## config.mk

```make
export PLATFORM = sky130hd
export DESIGN_NAME = if_id_pipe
export DESIGN_NICKNAME = d
export VERILOG_FILES = /design/src/rtl/RV32I_definitions.sv /design/src/rtl/if_id_skid_fifo.sv /design/src/rtl/if_id_pipe.sv
export SDC_FILE = /design/constraint.sdc
export NUM_CORES = 1
export LEC_CHECK = 0
export CAP_MARGIN = 30
export CORE_MARGIN = 5
export CORE_UTILIZATION = 55
export CTS_BUF_LIST = sky130_fd_sc_hd__clkbuf_8
export CTS_CLUSTER_DIAMETER = 200
export DETAILED_ROUTE_END_ITERATION = 16
export DONT_BUFFER_PORTS = 1
export MAX_ROUTING_LAYER = met4
export PLACE_DENSITY = 0.75
export SETUP_SLACK_MARGIN = 0.5
export SYNTH_ARGS = -nofsm -noshare
export SYNTH_HDL_FRONTEND = slang
export SYNTH_SLANG_ARGS = --single-unit
export TNS_END_PERCENT = 5
```

## constraint.sdc

```tcl
create_clock -name Clk -period 2.3 [get_ports Clk]
set_clock_uncertainty 0.1 [all_clocks]
set_input_delay 0.575 -clock Clk [delete_from_list [all_inputs] [get_ports Clk]]
set_output_delay 0.575 -clock Clk [all_outputs]
set_load 0.03 [all_outputs]
```

## src/rtl/RV32I_definitions.sv

```systemverilog
// -----------------------------------------------------------------------------
// RV32I_definitions
// Shared definitions for the RV32I pipeline.
//   NOP            : canonical RV32I no-op (addi x0, x0, 0)
//   if_id_entry_t  : one IF->ID buffer entry {pc, instr, misaligned}
// -----------------------------------------------------------------------------
package RV32I_definitions;

  localparam logic [31:0] NOP = 32'h0000_0013;

  typedef struct packed {
    logic [31:0] pc;
    logic [31:0] instr;
    logic        misaligned;
  } if_id_entry_t;

endpackage

```

## src/rtl/if_id_skid_fifo.sv

```systemverilog
// -----------------------------------------------------------------------------
// if_id_skid_fifo
// Two-entry storage for the IF->ID boundary. It holds the entries, the
// read/write pointers and the occupancy count, and applies flushes.
//   clk, rst_n : clock, asynchronous active-low reset
//   wr_valid   : upstream offers wr_entry
//   wr_entry   : entry to store
//   wr_ready   : room for an entry (decoded from registered count only)
//   rd_stall   : downstream cannot take the head this cycle
//   flush      : drop everything, including same-cycle push/pop
//   rd_valid   : head entry is valid
//   rd_entry   : head entry
// -----------------------------------------------------------------------------
module if_id_skid_fifo
  import RV32I_definitions::*;
#(
  parameter int DEPTH = 2
) (
  input  logic         clk,
  input  logic         rst_n,
  input  logic         wr_valid,
  input  if_id_entry_t wr_entry,
  output logic         wr_ready,
  input  logic         rd_stall,
  input  logic         flush,
  output logic         rd_valid,
  output if_id_entry_t rd_entry
);

  if_id_entry_t entry_q [2];
  logic         rd_ptr_q;
  logic         wr_ptr_q;
  logic [1:0]   count_q;

  logic push;
  logic pop;

  // Ready depends only on registered count, so a decode stall never
  // reaches the fetch stage combinationally.
  assign wr_ready = (count_q != 2'(DEPTH));
  assign rd_valid = (count_q != 2'd0);
  assign rd_entry = entry_q[rd_ptr_q];

  assign push = wr_valid & wr_ready & ~flush;
  assign pop  = rd_valid & ~rd_stall & ~flush;

  always_ff @(posedge clk or negedge rst_n) begin
    if (!rst_n) begin
      // NOTE: the storage is reset too (only two entries) so the head reads
      // PC=0 out of reset rather than an X from an unwritten entry.
      for (int i = 0; i < 2; i++) entry_q[i] <= '0;
      rd_ptr_q <= 1'b0;
      wr_ptr_q <= 1'b0;
      count_q  <= 2'd0;
    end else if (flush) begin
      // Entry contents are left stale; they are unreachable once count is 0.
      rd_ptr_q <= 1'b0;
      wr_ptr_q <= 1'b0;
      count_q  <= 2'd0;
    end else begin
      // NOTE: non-blocking assignments throughout, so every read above sees
      // the pre-edge value regardless of statement order.
      if (push) begin
        entry_q[wr_ptr_q] <= wr_entry;
        wr_ptr_q          <= ~wr_ptr_q;
      end
      if (pop) rd_ptr_q <= ~rd_ptr_q;
      case ({push, pop})
        2'b10:   count_q <= count_q + 2'd1;
        2'b01:   count_q <= count_q - 2'd1;
        default: count_q <= count_q;
      endcase
    end
  end

endmodule

```

## src/rtl/if_id_pipe.sv

```systemverilog
// -----------------------------------------------------------------------------
// if_id_pipe
// Registered IF->ID boundary of the RV32I pipeline: a two-entry skid buffer
// between fetch and decode, with flush, misaligned-PC flagging and saturating
// stall/flush performance counters.
//   Clk, Reset_n                      : clock, asynchronous active-low reset
//   IF_Valid, IF_PC, IF_Instruction   : fetch-side entry offer
//   IF_Ready                          : block can accept an entry
//   ID_Stall, ID_Flush                : decode-side stall and flush
//   ID_Valid, ID_PC, ID_Instruction   : head entry (NOP when not valid)
//   ID_Misaligned                     : head entry PC[1:0] != 0
//   Stall_count, Flush_count          : saturating event counters
// Only DEPTH = 2 is supported.
// -----------------------------------------------------------------------------
module if_id_pipe
  import RV32I_definitions::*;
#(
  parameter int DEPTH     = 2,
  parameter int CNT_WIDTH = 16
) (
  input  logic                 Clk,
  input  logic                 Reset_n,
  input  logic                 IF_Valid,
  input  logic [31:0]          IF_PC,
  input  logic [31:0]          IF_Instruction,
  output logic                 IF_Ready,
  input  logic                 ID_Stall,
  input  logic                 ID_Flush,
  output logic                 ID_Valid,
  output logic [31:0]          ID_PC,
  output logic [31:0]          ID_Instruction,
  output logic                 ID_Misaligned,
  output logic [CNT_WIDTH-1:0] Stall_count,
  output logic [CNT_WIDTH-1:0] Flush_count
);

  if_id_entry_t wr_entry;
  if_id_entry_t head;

  // Misalignment is judged once, at capture, and travels with the entry.
  assign wr_entry = '{pc: IF_PC, instr: IF_Instruction, misaligned: |IF_PC[1:0]};

  if_id_skid_fifo #(
    .DEPTH(DEPTH)
  ) u_fifo (
    .clk      (Clk),
    .rst_n    (Reset_n),
    .wr_valid (IF_Valid),
    .wr_entry (wr_entry),
    .wr_ready (IF_Ready),
    .rd_stall (ID_Stall),
    .flush    (ID_Flush),
    .rd_valid (ID_Valid),
    .rd_entry (head)
  );

  assign ID_PC          = head.pc;
  assign ID_Misaligned  = head.misaligned;
  assign ID_Instruction = ID_Valid ? head.instr : NOP;

  always_ff @(posedge Clk or negedge Reset_n) begin
    if (!Reset_n) begin
      Stall_count <= '0;
      Flush_count <= '0;
    end else begin
      if (ID_Valid && ID_Stall && (Stall_count != '1))
        Stall_count <= Stall_count + 1'b1;
      if (ID_Flush && (Flush_count != '1))
        Flush_count <= Flush_count + 1'b1;
    end
  end

endmodule

```

==> impl_metrics.tcl, run 1 <==
set metrics [dict create \
    clock_latency_ns 0.44 \
    htreeDepth 4 \
    core_area_um2 13300 \
    period_minus_slack_ns 2.34 \
    synthTopCellsByArea "dfrtp_1, mux2_2, mux2i_1" \
    yosysMostFrequentCell "dfrtp_1" \
    ys_seq_elements 166 \
    die_h_um 127 \
    violations "negative hold slack, negative setup slack" \
    leakage_uw 0.00416 \
    critPathCaptureType "primary output" \
    hpwl_mm 10.6 \
    clockBufferDepth 2 \
    timing.hold.ws_ns -0.280 \
    synth_largest_area_cell "dfrtp_1" \
    syn-instance-count 555 \
    final.fill_count 896 \
    firstDrtPassIters 4 \
    drt_iter0_drc 255 \
    worstSetupStartpoint "u_fifo.rd_ptr_q" \
    ys_warn_count 0 \
    worstPathRequired_ns 1.62 \
    ys_seq_area_share_pct 55.6 \
    worstHoldPathType "in -> async" \
    cp-start-kind "flip-flop" \
    ff2ff_path_depth 5 \
    grt_max_degree 167 \
    fmax_ghz 0.427 \
    antenna_cells 0 \
    clkSlewWorstSetupHoldPaths_ns 0.09 \
    avgRoutedWirePerCell_um 21.4 \
    grtUsageTotal_pct 21.4 \
    rsz0062_at_grt "yes" \
    syn_area_um2 7470 \
    arrival_ns 1.67 \
    slowest_delay_ns 0.50 \
    cp_slowest_cell "dfrtp_4" \
    cts_inserted_buffers 17 \
    cts_num_sinks 166 \
    cap_violations 0 \
    synth.distinct_cells 42 \
    ys_dominant_reg_cell "dfrtp_1" \
    start_util_pct 56.2 \
    drv_slew 0 \
    fin_crit_sh_pct 102 \
    worstMarginPinSlew_ns 0.699 \
    syn2layout_area_growth_pct 24.9 \
    port_buffers 0 \
    wl_mm 17.1 \
    pre_cts_ws_ns 0.217 \
    rr_startpoint "Flush_count[0]" \
    hold_viol_final 166 \
    grt_antenna_before_repair 0 \
    synth_top_area_share_pct 55.6 \
    async_flop_share_pct 100 \
    outcome "finished, violations left" \
    via_per_inst 5.82 \
    final_nets 683 \
    cts_root_buf "clkbuf_8" \
    synth_edf_count 0 \
    overflow 0 \
    cp_max_fo 19 \
    criticalPathCategory "reg -> out" \
    fp.dieArea_um2 16000 \
    cts_tree "built" \
    slew_headroom_pct 53.1 \
    grt_pass1_wl_mm 26.4 \
    cp_cell_sequence "buf_8 -> mux2i_2 -> nor2_2 -> buf_4" \
    synth_fp_nets 626 \
    route.vias.total 4656 \
    drive_gt1_share_pct 53.8 \
    io_pins 168 \
    setup_violations 31 \
    synthTopCellsByCount "dfrtp_1, mux2_2, nor2_1" \
    ant_nets 0 \
    vdd_drop_max_uv 871 \
    die_x_um 127 \
    layout_setup_ws_ns -0.0419 \
    placementRows 42 \
    powerDensity_nw_per_um2 1010 \
    synth_area_per_cell_um2 13.5 \
    drc 0 \
    grt_pass1_vias 5137 \
    gp_congestion 0.832 \
]
## cells by family (layout without fill, tap and decap cells)
| logic type | Yosys count | count (layout) | share of synthesized area, % |
|---|---|---|---|
| buf+inv | 31 | 100 | 2.34 |
| flops | 166 | 166 | 55.6 |
| compound gates | 23 | 23 | 1.98 |
| xor+xnor | 30 | 30 | 3.52 |
| mux | 195 | 195 | 28.9 |
| simple gates | 108 | 108 | 7.38 |
| fa+ha+maj | 2 | 2 | 0.335 |
## state kept, by name, summed over array words and instances, names as in the netlist
signal and cells:
u_fifo.wr_ptr_q 1, Stall_count 16, u_fifo.rd_ptr_q 1, u_fifo.entry_q 130, u_fifo.count_q 2, Flush_count 16
## stage by stage
step	utilization [%]	instances	TNS, ns	area (um2)	power, uW
after floorplan	-	555	0	7590	6050
after global routing	70.2	800	-3.58	9330	9860
after global placement	61.4	766	0	8170	6520
final	70.2	800	-0.312	9330	9400
after detailed placement	61.4	766	0	8170	6670
after CTS	66.5	800	-1.95	8850	9090
## worst max-delay path, delay by kind of cell, from the launching register on
family / cells / cell delay (ns)
DFF: 1 / 0.50
buffers and inverters: 2 / 0.39
muxes: 1 / 0.28
and+or+nand+nor: 1 / 0.05
## power by group
group	total (uW)	switching [uW]	internal, uW	leakage [uW]
sequential	4230	548	3680	0.00201
combinational	2900	1440	1460	0.00193
clock	2270	1040	1240	0.000220
## cell type report
type                    count  area [um2]  share of cell area [%]
flip-flops and latches    166        4170                    44.7
multi-input cells         358        3810                    40.8
repair buffers             68         688                    7.38
clock buffers              19         262                    2.80
well taps                 176         220                    2.36
clock inverters            12         175                    1.88
inverters                   1        3.75                  0.0402
## layer usage
layer,track usage [%],wire length [um],vias to the layer above
met5,-,0,-
met4,7.70,397,0
met3,8.45,1630,33
met2,34.9,8340,166
met1,23.8,6720,2369
li1,-,-,2088
## final timing paths
check,end,slack (ns)
max in group asynchronous,u_fifo.entry_q[74],2.19
min in group Clk,u_fifo.count_q[0],0.08
worst min register to register,u_fifo.entry_q[25],0.41
worst max-delay path,ID_Instruction[7],-0.04
worst max register to register,Flush_count[9],0.22
worst min-delay path,Stall_count[1],-0.28
## layout by cell type (no fill, tap or decap), types with 3 or more instances in the layout
| master | n |
|---|---|
| nor2_2 | 29 |
| buf_16 | 3 |
| xnor2_2 | 5 |
| o211ai_1 | 3 |
| clkbuf_8 | 19 |
| buf_4 | 43 |
| a31oi_1 | 3 |
| mux2_4 | 97 |
| nand3_1 | 8 |
| o21ai_4 | 3 |
| dfrtp_2 | 10 |
| and2_1 | 3 |
| buf_6 | 18 |
| mux2i_2 | 4 |
| o21ai_0 | 3 |
| dfrtp_1 | 155 |
| bufinv_16 | 4 |
| nand4_1 | 11 |
| nand2_1 | 16 |
| mux2i_1 | 27 |
| nor3_1 | 4 |
| mux2_2 | 66 |
| o21ai_2 | 3 |
| nor2_1 | 11 |
| xor2_1 | 10 |
| xnor2_1 | 15 |
## timing repair
| item | 4_1_cts | 5_1_grt |
|---|---|---|
| pin swaps | 27 | 49 |
| resized for setup | 53 | 117 |
| setup buffers | 2 | 0 |
| gates cloned | 1 | 0 |
| setup endpoints to repair | 197 | 179 |
| hold endpoints to repair | 166 | 166 |
Power figures use the tool's default switching activity.
==> run 2, diff against run 1 <==
--- a/config.mk
+++ b/config.mk
@@ -7,13 +7,13 @@
 export LEC_CHECK = 0
 export CAP_MARGIN = 30
 export CORE_MARGIN = 5
-export CORE_UTILIZATION = 55
+export CORE_UTILIZATION = 60
 export CTS_BUF_LIST = sky130_fd_sc_hd__clkbuf_8
 export CTS_CLUSTER_DIAMETER = 200
 export DETAILED_ROUTE_END_ITERATION = 16
 export DONT_BUFFER_PORTS = 1
 export MAX_ROUTING_LAYER = met4
-export PLACE_DENSITY = 0.75
+export PLACE_DENSITY = 0.81
 export SETUP_SLACK_MARGIN = 0.5
 export SYNTH_ARGS = -nofsm -noshare
 export SYNTH_HDL_FRONTEND = slang
==> run 2 against run 1 <==
  * Via count down 0.62%
  * Combinational power fell by 5%
  * Clock-buffer cell count increased by 1
  * Setup slack lost 0.012 ns
  * Sequential power down 2%
  * Final cell count fell by 0.25%
  * The flow still finishes with violations (negative hold slack, negative setup slack)
  * Global-route usage rose by 1.7 points
  * Critical path depth did not move
  * Hold slack got worse by 0.011 ns
  * Largest cell class unchanged
  * Fmax shrank 0.49%
  * Core utilization rose by 4.1 points
==> impl_metrics.tcl, run 2 (synthesis gave the netlist of run 1 again) <==
set metrics [dict create \
    largest_register_ffs 130 \
    cp_max_fo 10 \
    cts_inserted_buffers 17 \
    cp_cell_sequence "buf_16 -> mux2i_4 -> nor2_2 -> buf_6" \
    fp.dieArea_um2 14800 \
    pre_cts_ws_ns 0.337 \
    grt_max_degree 167 \
    cts_root_buf "clkbuf_8" \
    leakage_uw 0.00379 \
    finalSetupTns_ns -1.16 \
    grt_pass1_wl_mm 25.9 \
    power.switching_uw 2970 \
    timing.hold.ws_ns -0.290 \
    worstSetupStartpoint "u_fifo.rd_ptr_q" \
    via_per_inst 5.80 \
    cts_num_sinks 166 \
    grt_pass1_vias 5057 \
    die_x_um 122 \
    criticalPathCategory "reg -> out" \
    htreeDepth 4 \
    final_nets 688 \
    drc 0 \
    wl_mm 15.9 \
    arrival_ns 1.68 \
    cap_violations 0 \
    syn2layout_area_growth_pct 20.4 \
    final.fill_count 793 \
    clockBufferDepth 2 \
    placed_cell_area_um2 8210 \
    drive_gt1_share_pct 53.7 \
    layout.cells.most_common "mux2_2" \
    port_buffers 0 \
    power_frac_seq_pct 46.2 \
    die_h_um 122 \
    p_clk_share_pct 23.0 \
    hpwl_mm 10.8 \
    ff2ff_path_depth 5 \
    core_area_um2 12100 \
    slowest_delay_ns 0.58 \
    powerDensity_nw_per_um2 999 \
    swShare_pct 33.0 \
    reg2reg_slack_ns 0.31 \
    gp_congestion 0.874 \
    cts_tree "built" \
    rsz0062_at_grt "yes" \
    layout_setup_ws_ns -0.0535 \
    antenna_cells 0 \
    violations "negative hold slack, negative setup slack" \
    slew_headroom_pct 66.5 \
    setup_violations 56 \
    layout_common_cells "mux2_2, dfrtp_1, buf_4, buf_6, nor2_2" \
    dp.cells 762 \
    critPathCaptureType "primary output" \
    top_register "u_fifo.entry_q" \
    clock_latency_ns 0.45 \
    fmax_ghz 0.425 \
    cp-start-kind "flip-flop" \
    power.combinational.fraction_pct 30.7 \
    fin_crit_sh_pct 102 \
    outcome "finished, violations left" \
    cp_slowest_cell "dfrtp_4" \
    vdd_drop_max_uv 908 \
    drv_slew 0 \
    worstMarginPinSlew_ns 0.498 \
    clkSlewWorstSetupHoldPaths_ns 0.09 \
    drt_iter0_drc 268 \
    hold_viol_final 166 \
    route.vias.total 4627 \
    top_regs "u_fifo.entry_q (130), Flush_count (16), Stall_count (16)" \
    period_minus_slack_ns 2.35 \
    io_pins 168 \
    avgRoutedWirePerCell_um 19.9 \
    worstHoldPathType "in -> async" \
    cp.depth 4 \
    worstPathRequired_ns 1.62 \
    final_area_um2 9000 \
    grt_antenna_before_repair 0 \
    internal_power_uw 6020 \
    firstDrtPassIters 4 \
    finalNonFillerCells 798 \
    cp_num_buf_inv 2 \
    rr_startpoint "Flush_count[1]" \
    placementRows 40 \
    ant_nets 0 \
    start_util_pct 61.7 \
    grtUsageTotal_pct 23.0 \
    critPathTopFamily "flip-flops" \
    overflow 0 \
]
[run 2: cell types whose count changed in the layout (fill, tap and decap cells not counted), moves of 10 or more]
cell | before | now
buf_6 | 18 | 30
buf_4 | 43 | 33
mux2_4 | 97 | 8
mux2_2 | 66 | 155
[run 2: worst paths after layout]
path / endpoint
setup / recovery: ID_Instruction[10]
hold / removal: Stall_count[15]
setup reg to reg: Flush_count[9]
hold reg to reg: u_fifo.entry_q[0]
max in group asynchronous: u_fifo.entry_q[67]
min in group Clk: u_fifo.count_q[0]
[run 2: worst register-to-register path, delay by kind of cell (launching register included)]
kind,cells,cell delay [ns]
xor+xnor,1,0.14
fa+ha+maj,1,0.15
simple gates,2,0.45
compound gates,1,0.63
flops,1,0.40
[run 2: routing by layer]
layer	global-route usage (%)	routed length [um]
met1	26.9	6140
met2	37.4	8140
met3	8.22	1420
met4	7.42	215
met5	-	0
[run 2: final cells by class]
type	instances	area (um2)	share of cell area, %
inverter	1	6.26	0.0695
tap	168	210	2.34
timing repair buffer	73	811	9.01
clock buffer	20	275	3.06
multi-input combinational	358	3400	37.7
clock inverter	12	129	1.43
sequential	166	4170	46.4
[run 2: what timing repair did]
action | CTS | global route
buffers inserted | 1 | 0
pin swaps | 10 | 31
gates resized for setup | 47 | 36
setup endpoints to repair | 211 | 218
endpoints found under the hold margin | 166 | 166
cloned | 1 | 2
[run 2: metrics by stage]
| stage | hold WS [ns] | total power, uW | util, % |
|---|---|---|---|
| after floorplan | 0.179 | 6050 | - |
| after global placement | 0.183 | 6550 | 67.8 |
| after detailed placement | 0.183 | 6720 | 67.8 |
| after CTS | -0.318 | 8900 | 72.7 |
| after global routing | -0.331 | 9470 | 74.3 |
| final | -0.290 | 8990 | 74.3 |
[run 2: power by group through the flow]
| stage | clock (uW) | sequential [uW] | combinational [uW] |
|---|---|---|---|
| final | 2070 | 4160 | 2760 |
| after global routing | 2270 | 4250 | 2950 |
| after CTS | 2130 | 4100 | 2660 |
| after detailed placement | 0 | 4150 | 2580 |
| after global placement | 0 | 4060 | 2490 |
| after floorplan | 0 | 4260 | 1790 |
==> run 3, diff against run 2 <==
--- a/config.mk
+++ b/config.mk
@@ -17,5 +17,6 @@
 export SETUP_SLACK_MARGIN = 0.5
 export SYNTH_ARGS = -nofsm -noshare
 export SYNTH_HDL_FRONTEND = slang
+export SYNTH_HIERARCHICAL = 1
 export SYNTH_SLANG_ARGS = --single-unit
 export TNS_END_PERCENT = 5
==> run 3 against run 2 <==
  * The run still ends with negative hold slack, negative setup slack left
  * Via count down 2.0%
  * Routed wire length up 9.8%
  * Non-clock buffer count down 37
  * Critical path depth unchanged
  * Clock power about the same
  * Global-route usage up 0.67 points
  * Setup slack worse by 0.038 ns
  * Flip-flop and latch count unchanged
  * Synthesized area up 2.3%
  * Cell area up 4.0%
  * Hold slack better by 0.0084 ns
  * Clock-buffer cell count up 1
  * Critical path type unchanged
  * Largest power group unchanged
==> impl_metrics.tcl, run 3 <==
set metrics [dict create \
    route.vias.total 4533 \
    worstPathRequired_ns 1.62 \
    grtUsageTotal_pct 23.7 \
    grt_pass1_wl_mm 26.7 \
    drc 0 \
    via_per_inst 5.93 \
    fmax_ghz 0.418 \
    largest_register_ffs 130 \
    synth_fp_nets 622 \
    synth_edf_count 0 \
    wl_met2_mm 9.04 \
    drt_iter0_drc 330 \
    routed.top_layer "met4" \
    vdd_drop_max_uv 681 \
    start_util_pct 60.8 \
    clock_latency_ns 0.45 \
    wl_met1_mm 6.71 \
    fin_crit_sh_pct 104 \
    worstMarginPinSlew_ns 0.563 \
    die_x_um 123 \
    synth_area_per_cell_um2 13.9 \
    synthTopCellsByArea "dfrtp_1, mux2_2, and2_1" \
    cts_num_sinks 166 \
    async_flop_share_pct 100 \
    cp-endpoint "ID_Instruction[23]" \
    ff2ff_path_depth 5 \
    hold_viol_final 166 \
    syn-instance-count 551 \
    rr_startpoint "Stall_count[0]" \
    wl_met3_mm 1.47 \
    final_nets 652 \
    cts_root_buf "clkbuf_8" \
    port_buffers 0 \
    syn2layout_area_growth_pct 22.4 \
    synth_top_area_share_pct 54.3 \
    finalSetupTns_ns -1.77 \
    critPathCaptureType "primary output" \
    htreeDepth 4 \
    drive_gt1_share_pct 58.3 \
    fp.dieArea_um2 15100 \
    syn_area_um2 7650 \
    synth.distinct_cells 49 \
    layout_common_cells "dfrtp_1, mux2_4, mux2_2, and2_4" \
    ys_dominant_reg_cell "dfrtp_1" \
    rsz0062_at_grt "yes" \
    setup_violations 32 \
    worstHoldPathType "in -> async" \
    criticalPathCategory "reg -> out" \
    avgRoutedWirePerCell_um 22.8 \
    finalNonFillerCells 765 \
    ys_seq_area_share_pct 54.3 \
    slew_headroom_pct 62.2 \
    grt_pass1_vias 5121 \
    leakage_uw 0.00438 \
    layout.cells.most_common "dfrtp_1" \
    yosysMostFrequentCell "mux2_2" \
    core_area_um2 12600 \
    io_pins 168 \
    placed_cell_area_um2 8100 \
    arrival_ns 1.72 \
    clockBufferDepth 2 \
    grt_antenna_before_repair 0 \
    powerDensity_nw_per_um2 951 \
    ys_seq_elements 166 \
    cp_max_fo 8 \
    drv_slew 0 \
    wl_mm 17.5 \
    period_minus_slack_ns 2.39 \
    cap_violations 0 \
    outcome "finished, violations left" \
    antenna_cells 0 \
    ant_nets 0 \
    layout_setup_ws_ns -0.0918 \
    final_area_um2 9360 \
    worstSetupStartpoint "u_fifo/rd_ptr_q" \
    cts_tree "built" \
    r2r_end "Stall_count[1]" \
    hpwl_mm 10.5 \
    ys_warn_count 6 \
    cts_inserted_buffers 17 \
    grt_max_degree 167 \
    violations "negative hold slack, negative setup slack" \
    timing.hold.ws_ns -0.282 \
    reg2reg_slack_ns 0.29 \
    placementRows 41 \
    die_h_um 123 \
    pre_cts_ws_ns 0.318 \
    dp.cells 728 \
    top_register "u_fifo/entry_q" \
    synth_largest_area_cell "dfrtp_1" \
    final.fill_count 760 \
    overflow 0 \
    clkSlewWorstSetupHoldPaths_ns 0.08 \
    top_regs "u_fifo/entry_q (130), Flush_count (16), Stall_count (16)" \
    gp_congestion 0.887 \
    cp-start-kind "flip-flop" \
    synthTopCellsByCount "mux2_2, dfrtp_1, and2_1" \
    firstDrtPassIters 4 \
]
-- run 3: cell count changes after synthesis, moves of 7 or more --
| cell | before | now |
|---|---|---|
| and2_1 | 3 | 29 |
| mux2i_1 | 32 | 0 |
| mux2_1 | 0 | 7 |
| mux2_2 | 163 | 193 |
| xnor2_1 | 20 | 8 |
| nor2_1 | 41 | 8 |
| buf_2 | 13 | 6 |
-- run 3: area by class of cell --
class	count	area, um2	share of cell area (%)
clock buffer	21	289	3.09
tap	172	215	2.30
inverter	4	25.0	0.267
clock inverter	10	104	1.11
sequential	166	4170	44.6
multi-input combinational	356	4090	43.7
timing repair buffer	36	468	5.00
-- run 3: through the flow --
step / utilization, % / hold WS, ns / power [uW]
after floorplan: - / 0.179 / 5820
after global placement: 64.4 / 0.184 / 6130
after detailed placement: 64.4 / 0.183 / 6270
after CTS: 71.3 / -0.315 / 8640
after global routing: 74.5 / -0.320 / 9290
final: 74.5 / -0.282 / 8900
-- run 3: per-layer routing --
| metal | up-vias | GRT usage [%] |
|---|---|---|
| li1 | 2027 | - |
| met1 | 2334 | 26.2 |
| met2 | 150 | 40.5 |
| met3 | 22 | 8.19 |
| met4 | 0 | 7.35 |
| met5 | - | - |
-- run 3: timing repair --
action	4_1_cts	5_1_grt
gates resized for setup	91	101
endpoints found under the setup margin	176	193
pin swaps	14	21
cloned	3	0
setup buffers	3	0
hold endpoints to repair	166	166
-- run 3: cells by family (layout without fill, tap and decap cells) --
group,Yosys count,count (layout),synth area share [%]
XOR/XNOR,21,21,2.41
AO/OA/AOI/OAI,19,19,1.65
adder cells (fa/ha/maj),2,2,0.327
flip-flops,166,166,54.3
buffers and inverters,29,71,2.36
AND/OR/NAND/NOR,113,113,9.29
multiplexers,201,201,29.6
-- run 3: how the worst min path moves through the flow --
stage	startpoint	endpoint	slack, ns
detailed placement	Reset_n	u_fifo/entry_q[31]	0.18
finish	Reset_n	u_fifo/entry_q[31]	-0.28
CTS	Reset_n	u_fifo/entry_q[56]	-0.32
global placement	Reset_n	u_fifo/entry_q[96]	0.18
global route	Reset_n	u_fifo/entry_q[31]	-0.32
floorplan	Reset_n	Flush_count[0]	0.18
-- run 3: power by group --
| part | total, uW | internal [uW] | leakage, uW | switching, uW |
|---|---|---|---|---|
| combinational | 2650 | 1420 | 0.00217 | 1230 |
| clock | 2050 | 1060 | 0.000210 | 984 |
| sequential | 4210 | 3600 | 0.00200 | 609 |
-- run 3: critical path, cell delays in order, from the launching register on --
cell and delay [ns]:
dfrtp_2 0.43, buf_12 0.14, buf_12 0.14, mux2_2 0.35
and2_4 0.20
